`src/rtl/reg_writeback_arbiter_pkg.sv`:
```
// reg_writeback_arbiter_pkg
// Purpose: shared widths, the buffered-result entry type and the arbitration
//          selection encoding used by the writeback arbiter and its FIFO.
// Contents: DATA_W, REG_NO_W, REG_ZERO, wb_entry_t, sel_e.
package reg_writeback_arbiter_pkg;

  localparam int DATA_W   = 32;
  localparam int REG_NO_W = 5;
  localparam logic [REG_NO_W-1:0] REG_ZERO = 5'd0;

  // One buffered multicycle result: destination register plus data.
  typedef struct packed {
    logic [REG_NO_W-1:0] rwNo;
    logic [DATA_W-1:0]   din;
  } wb_entry_t;

  // Which source owns the register-file write port this cycle.
  typedef enum logic [1:0] {
    SEL_IDLE,
    SEL_ALU,
    SEL_FIFO,
    SEL_DRAIN
  } sel_e;

endpackage

```
`src/rtl/reg_writeback_arbiter_if.sv`:
```
// reg_writeback_arbiter_if
// Purpose: bundles the ALU offer, the MDU valid/ready handshake, the decode
//          hazard lookups and the register-file write port.
// Modports: master = producer/decode/regfile side, slave = the arbiter.
interface reg_writeback_arbiter_if;
  import reg_writeback_arbiter_pkg::*;

  logic                alu_we;
  logic [REG_NO_W-1:0] alu_rw_no;
  logic [DATA_W-1:0]   alu_din;
  logic                alu_stall;

  logic                mdu_valid;
  logic [REG_NO_W-1:0] mdu_rw_no;
  logic [DATA_W-1:0]   mdu_din;
  logic                mdu_ready;

  logic [REG_NO_W-1:0] R1_no;
  logic [REG_NO_W-1:0] R2_no;
  logic [REG_NO_W-1:0] dst_no;
  logic                R1_pending;
  logic                R2_pending;
  logic                dst_pending;

  logic [REG_NO_W-1:0] RW_no;
  logic [DATA_W-1:0]   Din;
  logic                WE;

  modport master (
    output alu_we, alu_rw_no, alu_din, mdu_valid, mdu_rw_no, mdu_din,
           R1_no, R2_no, dst_no,
    input  alu_stall, mdu_ready, R1_pending, R2_pending, dst_pending,
           RW_no, Din, WE
  );

  modport slave (
    input  alu_we, alu_rw_no, alu_din, mdu_valid, mdu_rw_no, mdu_din,
           R1_no, R2_no, dst_no,
    output alu_stall, mdu_ready, R1_pending, R2_pending, dst_pending,
           RW_no, Din, WE
  );

endinterface

```
`src/rtl/reg_writeback_arbiter_wb_fifo.sv`:
```
// wb_fifo
// Purpose: DEPTH-entry in-order buffer of multicycle results waiting for the
//          register-file write port. Exposes per-entry valid/rw_no so the
//          parent can run hazard comparators against every buffered result.
// Ports: clk, reset (sync, active-low), i_push/i_pushEntry, i_pop,
//        o_head, o_empty, o_count, o_valid, o_rwNo.
module wb_fifo
  import reg_writeback_arbiter_pkg::*;
#(
  parameter int DEPTH = 4
) (
  input  logic                             clk,
  input  logic                             reset,
  input  logic                             i_push,
  input  wb_entry_t                        i_pushEntry,
  input  logic                             i_pop,
  output wb_entry_t                        o_head,
  output logic                             o_empty,
  output logic [$clog2(DEPTH):0]           o_count,
  output logic [DEPTH-1:0]                 o_valid,
  output logic [DEPTH-1:0][REG_NO_W-1:0]   o_rwNo
);

  localparam int PTR_W = $clog2(DEPTH);
  localparam int CNT_W = PTR_W + 1;

  wb_entry_t          r_mem [DEPTH];
  logic [PTR_W-1:0]   r_wrPtr;
  logic [PTR_W-1:0]   r_rdPtr;
  logic [CNT_W-1:0]   r_count;
  logic [DEPTH-1:0]   r_valid;
  logic               w_full;
  logic               w_doPush;
  logic               w_doPop;

  // A push while full is refused even when a pop happens in the same cycle.
  assign w_full   = (r_count == CNT_W'(DEPTH));
  assign w_doPush = i_push && !w_full;
  assign w_doPop  = i_pop && !o_empty;

  assign o_empty = (r_count == '0);
  assign o_count = r_count;
  assign o_valid = r_valid;
  assign o_head  = r_mem[r_rdPtr];

  // Pointers, occupancy and per-entry valid bits. A push into an empty FIFO
  // never aliases the pop slot because pop is blocked while empty.
  always_ff @(posedge clk) begin
    if (!reset) begin
      r_wrPtr <= '0;
      r_rdPtr <= '0;
      r_count <= '0;
      r_valid <= '0;
    end else begin
      if (w_doPush) begin
        r_valid[r_wrPtr] <= 1'b1;
        r_wrPtr          <= r_wrPtr + PTR_W'(1);
      end
      if (w_doPop) begin
        r_valid[r_rdPtr] <= 1'b0;
        r_rdPtr          <= r_rdPtr + PTR_W'(1);
      end
      r_count <= r_count + CNT_W'(w_doPush) - CNT_W'(w_doPop);
    end
  end

  // Payload storage needs no reset; the valid bits qualify every entry.
  always_ff @(posedge clk) begin
    if (w_doPush) begin
      r_mem[r_wrPtr] <= i_pushEntry;
    end
  end

  // Flatten destination numbers for the parent's hazard comparators.
  always_comb begin
    o_rwNo = '0;
    for (int i = 0; i < DEPTH; i++) begin
      o_rwNo[i] = r_mem[i].rwNo;
    end
  end

endmodule

```
`src/rtl/reg_writeback_arbiter.sv`:
```
// reg_writeback_arbiter
// Purpose: owns the register-file write port. Merges in-order ALU results with
//          buffered multicycle (MDU) results, with an anti-starvation drain,
//          and reports pending MDU destinations for decode hazard stalls.
// Ports: clk, reset (sync, active-low), bus (reg_writeback_arbiter_if.slave)
//        carrying the ALU offer, MDU handshake, lookups and RW_no/Din/WE.
module reg_writeback_arbiter
  import reg_writeback_arbiter_pkg::*;
#(
  parameter int DEPTH        = 4,
  parameter int STARVE_LIMIT = 8
) (
  input  logic                     clk,
  input  logic                     reset,
  reg_writeback_arbiter_if.slave   bus
);

  localparam int CNT_W = $clog2(DEPTH) + 1;
  localparam int SW    = $clog2(STARVE_LIMIT + 1);

  wb_entry_t                      w_head;
  wb_entry_t                      w_pushEntry;
  logic                           w_empty;
  logic                           w_full;
  logic [CNT_W-1:0]               w_count;
  logic [DEPTH-1:0]               w_entValid;
  logic [DEPTH-1:0][REG_NO_W-1:0] w_entRwNo;
  logic                           w_push;
  logic                           w_pop;
  sel_e                           w_sel;
  logic                           w_r1Hit;
  logic                           w_r2Hit;
  logic                           w_dstHit;

  logic [SW-1:0]       r_starveCnt;
  logic                r_we;
  logic [REG_NO_W-1:0] r_rwNo;
  logic [DATA_W-1:0]   r_din;
  logic                r_fromFifo;

  assign w_full        = (w_count == CNT_W'(DEPTH));
  assign bus.mdu_ready = reset && !w_full;
  // Results for r0 complete the handshake but are dropped here.
  assign w_push        = bus.mdu_valid && bus.mdu_ready && (bus.mdu_rw_no != REG_ZERO);
  assign w_pushEntry   = {bus.mdu_rw_no, bus.mdu_din};

  wb_fifo #(.DEPTH(DEPTH)) u_fifo (
    .clk         (clk),
    .reset       (reset),
    .i_push      (w_push),
    .i_pushEntry (w_pushEntry),
    .i_pop       (w_pop),
    .o_head      (w_head),
    .o_empty     (w_empty),
    .o_count     (w_count),
    .o_valid     (w_entValid),
    .o_rwNo      (w_entRwNo)
  );

  // Priority: forced drain after a starvation run, then a real ALU write,
  // then any buffered MDU result. An ALU offer to r0 falls through so the
  // FIFO may use the idle port.
  always_comb begin
    w_sel = SEL_IDLE;
    if (!reset) begin
      w_sel = SEL_IDLE;
    end else if (w_full && (r_starveCnt == SW'(STARVE_LIMIT))) begin
      w_sel = SEL_DRAIN;
    end else if (bus.alu_we && (bus.alu_rw_no != REG_ZERO)) begin
      w_sel = SEL_ALU;
    end else if (!w_empty) begin
      w_sel = SEL_FIFO;
    end
  end

  assign w_pop         = (w_sel == SEL_DRAIN) || (w_sel == SEL_FIFO);
  assign bus.alu_stall = (w_sel == SEL_DRAIN);

  // Counts ALU wins only while the FIFO stays full; any other outcome resets
  // the run so the drain fires after STARVE_LIMIT consecutive losses.
  always_ff @(posedge clk) begin
    if (!reset) begin
      r_starveCnt <= '0;
    end else if (w_sel == SEL_ALU) begin
      if (!w_full) begin
        r_starveCnt <= '0;
      end else if (r_starveCnt != SW'(STARVE_LIMIT)) begin
        r_starveCnt <= r_starveCnt + SW'(1);
      end
    end else begin
      r_starveCnt <= '0;
    end
  end

  // Registered write port. r_fromFifo marks writes that still count as
  // pending for hazard lookups until the register file has captured them.
  always_ff @(posedge clk) begin
    if (!reset) begin
      r_we       <= 1'b0;
      r_rwNo     <= REG_ZERO;
      r_din      <= '0;
      r_fromFifo <= 1'b0;
    end else begin
      case (w_sel)
        SEL_ALU: begin
          r_we       <= 1'b1;
          r_rwNo     <= bus.alu_rw_no;
          r_din      <= bus.alu_din;
          r_fromFifo <= 1'b0;
        end
        SEL_FIFO, SEL_DRAIN: begin
          r_we       <= 1'b1;
          r_rwNo     <= w_head.rwNo;
          r_din      <= w_head.din;
          r_fromFifo <= 1'b1;
        end
        default: begin
          r_we       <= 1'b0;
          r_fromFifo <= 1'b0;
        end
      endcase
    end
  end

  assign bus.WE    = r_we;
  assign bus.RW_no = r_rwNo;
  assign bus.Din   = r_din;

  // Compare each lookup against every valid buffered destination.
  always_comb begin
    w_r1Hit  = 1'b0;
    w_r2Hit  = 1'b0;
    w_dstHit = 1'b0;
    for (int i = 0; i < DEPTH; i++) begin
      if (w_entValid[i] && (w_entRwNo[i] == bus.R1_no))  w_r1Hit  = 1'b1;
      if (w_entValid[i] && (w_entRwNo[i] == bus.R2_no))  w_r2Hit  = 1'b1;
      if (w_entValid[i] && (w_entRwNo[i] == bus.dst_no)) w_dstHit = 1'b1;
    end
  end

  assign bus.R1_pending  = (bus.R1_no != REG_ZERO) &&
                           (w_r1Hit || (r_we && r_fromFifo && (r_rwNo == bus.R1_no)));
  assign bus.R2_pending  = (bus.R2_no != REG_ZERO) &&
                           (w_r2Hit || (r_we && r_fromFifo && (r_rwNo == bus.R2_no)));
  assign bus.dst_pending = (bus.dst_no != REG_ZERO) &&
                           (w_dstHit || (r_we && r_fromFifo && (r_rwNo == bus.dst_no)));

endmodule

```
`src/flat_wrapper.sv`:
```
// flat-port wrapper written by rule: the top's interface ports become plain ports
module reg_writeback_arbiter_flat import reg_writeback_arbiter_pkg::*;
#(
  parameter int DEPTH        = 4,
  parameter int STARVE_LIMIT = 8
)
  (clk, reset, bus_alu_we, bus_alu_rw_no, bus_alu_din, bus_mdu_valid, bus_mdu_rw_no, bus_mdu_din, bus_R1_no, bus_R2_no, bus_dst_no, bus_alu_stall, bus_mdu_ready, bus_R1_pending, bus_R2_pending, bus_dst_pending, bus_RW_no, bus_Din, bus_WE);
  reg_writeback_arbiter_if bus_i ();
  input  logic clk;
  input  logic reset;
  input wire logic [$bits(bus_i.alu_we)-1:0] bus_alu_we;
  input wire logic [$bits(bus_i.alu_rw_no)-1:0] bus_alu_rw_no;
  input wire logic [$bits(bus_i.alu_din)-1:0] bus_alu_din;
  input wire logic [$bits(bus_i.mdu_valid)-1:0] bus_mdu_valid;
  input wire logic [$bits(bus_i.mdu_rw_no)-1:0] bus_mdu_rw_no;
  input wire logic [$bits(bus_i.mdu_din)-1:0] bus_mdu_din;
  input wire logic [$bits(bus_i.R1_no)-1:0] bus_R1_no;
  input wire logic [$bits(bus_i.R2_no)-1:0] bus_R2_no;
  input wire logic [$bits(bus_i.dst_no)-1:0] bus_dst_no;
  output wire logic [$bits(bus_i.alu_stall)-1:0] bus_alu_stall;
  output wire logic [$bits(bus_i.mdu_ready)-1:0] bus_mdu_ready;
  output wire logic [$bits(bus_i.R1_pending)-1:0] bus_R1_pending;
  output wire logic [$bits(bus_i.R2_pending)-1:0] bus_R2_pending;
  output wire logic [$bits(bus_i.dst_pending)-1:0] bus_dst_pending;
  output wire logic [$bits(bus_i.RW_no)-1:0] bus_RW_no;
  output wire logic [$bits(bus_i.Din)-1:0] bus_Din;
  output wire logic [$bits(bus_i.WE)-1:0] bus_WE;
  assign bus_i.alu_we = bus_alu_we;
  assign bus_i.alu_rw_no = bus_alu_rw_no;
  assign bus_i.alu_din = bus_alu_din;
  assign bus_i.mdu_valid = bus_mdu_valid;
  assign bus_i.mdu_rw_no = bus_mdu_rw_no;
  assign bus_i.mdu_din = bus_mdu_din;
  assign bus_i.R1_no = bus_R1_no;
  assign bus_i.R2_no = bus_R2_no;
  assign bus_i.dst_no = bus_dst_no;
  assign bus_alu_stall = bus_i.alu_stall;
  assign bus_mdu_ready = bus_i.mdu_ready;
  assign bus_R1_pending = bus_i.R1_pending;
  assign bus_R2_pending = bus_i.R2_pending;
  assign bus_dst_pending = bus_i.dst_pending;
  assign bus_RW_no = bus_i.RW_no;
  assign bus_Din = bus_i.Din;
  assign bus_WE = bus_i.WE;
  reg_writeback_arbiter #(.DEPTH(DEPTH), .STARVE_LIMIT(STARVE_LIMIT)) u_core (.clk(clk), .reset(reset), .bus(bus_i));
endmodule
```
`config.mk`:
```
export PLATFORM = sky130hd
export DESIGN_NAME = reg_writeback_arbiter_flat
export DESIGN_NICKNAME = d
export VERILOG_FILES = /design/src/rtl/reg_writeback_arbiter_pkg.sv /design/src/rtl/reg_writeback_arbiter_if.sv /design/src/rtl/reg_writeback_arbiter_wb_fifo.sv /design/src/rtl/reg_writeback_arbiter.sv /design/src/flat_wrapper.sv
export SDC_FILE = /design/constraint.sdc
export NUM_CORES = 1
export LEC_CHECK = 0
export ABC_AREA = 1
export BUFFER_PORTS_ARGS = -buffer_cell sky130_fd_sc_hd__buf_2
export CORE_MARGIN = 3
export CORE_UTILIZATION = 45
export CTS_CLUSTER_DIAMETER = 50
export DETAILED_ROUTE_END_ITERATION = 6
export GPL_TIMING_DRIVEN = 0
export PLACE_DENSITY = 0.73
export SLEW_MARGIN = 20
export SYNTH_ARGS = -nofsm -noshare
export SYNTH_HDL_FRONTEND = slang
export SYNTH_SLANG_ARGS = --single-unit
```
`constraint.sdc`:
```
create_clock -name clk -period 3.3 [get_ports clk]
set_input_delay 0.66 -clock clk [delete_from_list [all_inputs] [get_ports clk]]
set_output_delay 0.66 -clock clk [all_outputs]
set_load 0.01 [all_outputs]
```
**Word-level counts from Yosys, hierarchy flattened**

Memory sizes are Yosys's and may differ from the RTL's. A register that Yosys moved wholly into a read port is not among the register bits.
Index checks and enable logic that the tools add are counted.

- Order comparisons: 4
- Bitwise operators: 3
- Reduce and logical (&&, ||, !) cells: 44
- Add/sub/neg operators: 5
- Equality and inequality tests: 21
- Muxes and demuxes: 31

Operator list:

| cell | count |
|---|---|
| equality test 5 bit | 15 |
| one-hot mux 32 bit (2 select lines) | 1 |
| logical AND 1 bit | 28 |
| nonzero test 5 bit | 5 |
| 2-to-1 mux 1 bit | 18 |
| 2-to-1 mux 2 bit | 6 |
| 2-to-1 mux 4 bit | 3 |
| one-hot mux 5 bit (2 select lines) | 1 |
| less-than comparator 2 x 3 -> 1 bit (second input constant) | 2 |
| adder 2 x 1 -> 2 bit (second input constant) | 2 |
| adder 4 x 1 -> 4 bit (second input constant) | 1 |
| AND 4 bit | 1 |
| demux 1 bit (select 2 bit) | 2 |
| equality test 2 bit (second input constant) | 2 |
| equality test 4 bit (second input constant) | 1 |
| greater-or-equal comparator 2 x 1 -> 1 bit (second input constant) | 2 |
| logical OR 1 bit | 4 |
| != test 4 bit (second input constant) | 1 |
| inverter 4 bit | 1 |
| OR 4 bit | 1 |
| adder 3 x 1 -> 3 bit | 1 |
| equality test 3 bit (second input constant) | 1 |
| zero test 3 bit | 1 |
| AND reduction 3 bit | 1 |
| 6 further kinds | 7 |

- Output and inout bits: 43
- Memories kept: 1
- Flip-flop bits (word level): 54
- RAM bits: 148

Memories:

| memory | words | width | read ports | clocked after Yosys merged registers in | wr ports | RTL line | source |
|---|---|---|---|---|---|---|---|
| u_core.u_fifo.r_mem | 4 | 37 | 5 | 1 | 1 | reg_writeback_arbiter_wb_fifo.sv:27 | `wb_entry_t r_mem [DEPTH];` |

**Depth between registers and ports, before layout**

- Depth in word-level cells: 10
- Depth in mapped cells: 14

**By module**

From an unflattened synthesis, not the netlist that was laid out.

- Cell total of the unflattened synthesis: 1044
- Area total of the unflattened synthesis: 9940.8 um2

Modules (own cells, without submodules):

| module | instances | area each (um2) | cells each |
|---|---|---|---|
| wb_fifo | 1 | 6341.1 | 474 |
| reg_writeback_arbiter | 1 | 3599.7 | 570 |

**Worst setup path before layout**

Ideal clock, no wire load.

- Path type: in2reg
- Start point: input reset
- End point: memory u_core.u_fifo.r_mem[0][0] (netlist name), enable pin
- Arrival: 2889 ps
- Stages: 5
- Library setup time: 433 ps
- Path slack: -22 ps
- Cells stage by stage: inv_2 clkbuf_1 a21oi_2 nand3_2 nor2_1

- Word-level cells in the longest chain between the ends: 6

Ends and longest elaborated chain:

| what | RTL line | source |
|---|---|---|
| start, declared | flat_wrapper.sv:10 | `input logic reset;` |
| logical AND 1 bit | reg_writeback_arbiter.sv:42 | `assign bus.mdu_ready = reset && !w_full;` |
| named net bus_mdu_ready | flat_wrapper.sv:21 | `output wire logic [$bits(bus_i.mdu_ready)-1:0] bus_mdu_ready;` |
| logical AND 1 bit (2 in series) | reg_writeback_arbiter.sv:44 | `assign w_push = bus.mdu_valid && bus.mdu_ready && (bus.mdu_rw_no != REG_ZERO);` |
| logical AND 1 bit | reg_writeback_arbiter_wb_fifo.sv:38 | `assign w_doPush = i_push && !w_full;` |
| 2-to-1 mux 1 bit | reg_writeback_arbiter_wb_fifo.sv:69 | `if (w_doPush) begin` |
| 2-to-1 mux 1 bit (not written as such) | reg_writeback_arbiter_wb_fifo.sv:70 | `r_mem[r_wrPtr] <= i_pushEntry;` |
| end, declared | reg_writeback_arbiter_wb_fifo.sv:27 |  |

The timed path passes the listed nets, and every way through them passes these cells.

**Final worst setup path**

- Start point: register u_core.r_starveCnt[0]
- End point: output bus_alu_stall

- Word-level cells in the longest chain between the ends: 5

Ends and longest elaborated chain:

| what | RTL line | source |
|---|---|---|
| start, declared | reg_writeback_arbiter.sv:35 | `logic [SW-1:0] r_starveCnt;` |
| start signal, assigned | reg_writeback_arbiter.sv:88 | `r_starveCnt <= r_starveCnt + SW'(1);` |
| equality test 4 bit | reg_writeback_arbiter.sv:67 | `end else if (w_full && (r_starveCnt == SW'(STARVE_LIMIT))) begin` |
| logical AND 1 bit | reg_writeback_arbiter.sv:67 |  |
| 2-to-1 mux 2 bit | reg_writeback_arbiter.sv:67 |  |
| 2-to-1 mux 2 bit | reg_writeback_arbiter.sv:65 | `if (!reset) begin` |
| equality test 2 bit | reg_writeback_arbiter.sv:77 | `assign bus.alu_stall = (w_sel == SEL_DRAIN);` |
| end, declared | flat_wrapper.sv:20 | `output wire logic [$bits(bus_i.alu_stall)-1:0] bus_alu_stall;` |

Every way passes these cells.

==> results.toml <==
[status]
status = "complete, no violations"

[setup_path]
rr_worst_depth = 14
slowest_delay_ns = 0.41
crit_slowest_cell = "clkbuf_1"
start_kind = "flip-flop"
crit_path_end_kind = "primary output"
cpMostUsedCell = "inv_1"
crit_fanout = 10
cp.arrival_ns = 2.29
critPathRequiredTime_ns = 2.64
worstPathCellList = "inv_1 -> ha_1 -> nand2_1 -> nor2_1 -> nand2_2 -> buf_4 -> clkbuf_1 -> inv_1 -> buf_2"
crit_type = "flip-flop to primary output"

[finish]
drive_gt1_share_pct = 16.1
synthToLayoutAreaGrowth_pct = 20.8
num-fill-cells = 1803
fin_nets = 1384

[logic_synthesis]
synthesis.area_um2 = 9640
synth_top_flop_cell = "edfxtp_1"
avgSynthCellArea_um2 = 8.64
ys.warnings.count = 0
synth_edf_count = 148
synth.most_common_cell = "nand2_1"
synth_area_leaders = "edfxtp_1 (46%), nand2_1 (13%), dfxtp_1 (12%)"
synthArstFlopShare_pct = 0
synth_common_cells = "nand2_1 (326), edfxtp_1 (148), nor2_1 (127), nand3_1 (124), o21ai_0 (76)"
synth.net_count = 1222
synthCells = 1116
yosysUniqueCellTypes = 24
ys_seq_area_share_pct = 57.7
synth_top_cell_by_area = "edfxtp_1"
ys_seq_elements = 204
synth_top_area_share_pct = 46.1

[global_route]
grt_pass1_wl_um = 43400
grt_max_degree = 24
grt_overflow_total = 0
grt_pass1_vias = 8119
antenna_found_initial = 2
grt_usage_pct = 23.2

[floorplan]
die-area_um2 = 23200
dieWidth_um = 152
initial_core_util_pct = 46.8
coreArea_um2 = 20600
boundaryPins = 136
core.rowCount = 52
fp.dieH_um = 152

[cts]
max-clock-path-buffers = 3
post_cts_resized = 0
cts_tree = "yes"
insertion_delay_ns = 0.53
numCtsBuffers = 25
hold_buffers = 0
htreeDepth = 1
cts_setup_buffers = 0
cts_sinks = 204
cts_root_buf = "clkbuf_16"
clkTransAtPathRegs_ns = 0.06

[timing]
hold_violations = 0
fin_crit_ns = 2.95
rsz0062_at_grt = "no"
period_share_pct = 89.4
setup_ws_ns = 0.350
maxSlewViolCount = 0
fmax_mhz = 339
fin_skew_ns = 0.0180
tightest_slew_ns = 0.670
setup_viol = 0
slew_headroom_pct = 55.3

[power_and_ir_drop]
p_int_mw = 5.19
combPwrFrac_pct = 22.4
p_clk_share_pct = 36.3
p_seq_share_pct = 41.3
p_leak_nw = 4.97
power_mw = 7.57
switchingPower_mw = 2.38
pwr_density_cell_nw_per_um2 = 650
swShare_pct = 31.4
ir_worst_vdd_uv = 740

[min_path]
hold_path_depth = 1
hold_path.class = "input port to flip-flop"

[drt]
wl_per_cell_um = 17.9
ant_nets = 0
remaining_drc_errors = 0
wl_um = 28000
viasPerCell = 5.43
routed-via-count = 8515
drtPass1Iterations = 5
drt-initial-drc-count = 782

[place]
port_buffers = 129
place.gp.congestion = 0.994
pre_cts_ws_ns = 0.0304
post-dp-hpwl_um = 20100

[run]
cap_violations = 0
## stage by stage
stage          hold WS (ns)  instance area (µm²)  util, %  cells  TNS (ns)
5_1_grt               0.325                11700     56.5   1567         0
3_3_place_gp          0.448                10600     51.5   1515   -247.94
6_report              0.339                11700     56.5   1567         0
4_1_cts               0.326                11600     56.5   1565         0
2_1_floorplan         0.430                 9640        -   1116     -3.18
3_5_place_dp          0.458                10800     52.4   1521         0
## path summary, 6_finish.rpt
| path | slack, ns | endpoint | from |
|---|---|---|---|
| setup / recovery | 0.35 | bus_alu_stall | u_core.r_starveCnt[0] |
| hold / removal | 0.34 | u_core.u_fifo.r_mem[1][23] | bus_mdu_din[23] |
| setup reg to reg | 0.56 | u_core.u_fifo.o_count[2] | u_core.r_starveCnt[0] |
| hold reg to reg | 0.46 | u_core.r_starveCnt[0] | u_core.r_starveCnt[0] |
## power by group through the flow
stage / sequential [mW] / combinational (mW) / clock (mW)
after global placement: 3.17 / 1.60 / 0
after floorplan: 3.18 / 1.01 / 0
after detailed placement: 3.17 / 1.68 / 0
final: 3.12 / 1.70 / 2.75
after global routing: 3.14 / 1.91 / 2.88
after CTS: 3.12 / 1.69 / 2.76
## cell families after synthesis
| logic type | share of synthesized area [%] |
|---|---|
| and+or+nand+nor | 27.4 |
| buffers and inverters | 5.16 |
| xor gates and xnor gates | 0.636 |
| adders and majority gates | 1.76 |
| DFF | 57.7 |
| AOI/OAI and AO/OA | 7.34 |
## cell usage in the layout, fill, tap and decap left out, types with 4 or more instances in the layout
cell type	count
nand3_1	124
clkbuf_1	33
nor2_4	4
buf_16	4
nor2_1	123
ha_1	12
xor2_1	6
clkbuf_16	25
edfxtp_1	148
buf_1	9
buf_2	146
o21ai_0	76
inv_1	62
dfxtp_1	56
nor3_1	10
nand2_1	326
a21oi_1	60
clkinvlp_4	4
nand3_2	4
nand4_1	33
## flip-flops by register name, summed over array words and instances, names as in the netlist, named ones only
name and flops:
u_core.u_fifo.r_wrPtr 2, u_core.bus.Din 32, u_core.u_fifo.r_mem 148, u_core.bus.RW_no 5, u_core.r_starveCnt 4, u_core.u_fifo.o_valid 4
u_core.u_fifo.o_count 3, u_core.u_fifo.r_rdPtr 2, u_core.r_fromFifo 1, u_core.bus.WE 1
## final cells by class
cell class	count	area, µm²	area share, %
antenna	2	5.00	0.0430
clock buffer	27	643	5.52
inverter	65	244	2.09
sequential	204	5570	47.8
clock inverter	17	196	1.69
timing repair buffer	135	796	6.83
tap	270	338	2.90
buffer	60	254	2.18
multi-input combinational	787	3610	31.0
## critical path, delay by kind of cell, from the launching register on
family | cells | cell delay [ns]
fa+ha+maj | 1 | 0.19
buf+inv | 5 | 0.90
flops | 1 | 0.37
simple gates | 3 | 0.30
## layer usage
metal	GRT usage, %	vias up	wire [µm]	part of all wire [%]
li1	-	4086	-	-
met4	9.76	0	983	3.5
met3	3.10	70	2220	7.9
met1	30.6	3961	11300	40
met2	38.8	398	13600	48
met5	0	-	0	0
No activity file was read; power rests on OpenSTA's default activity.
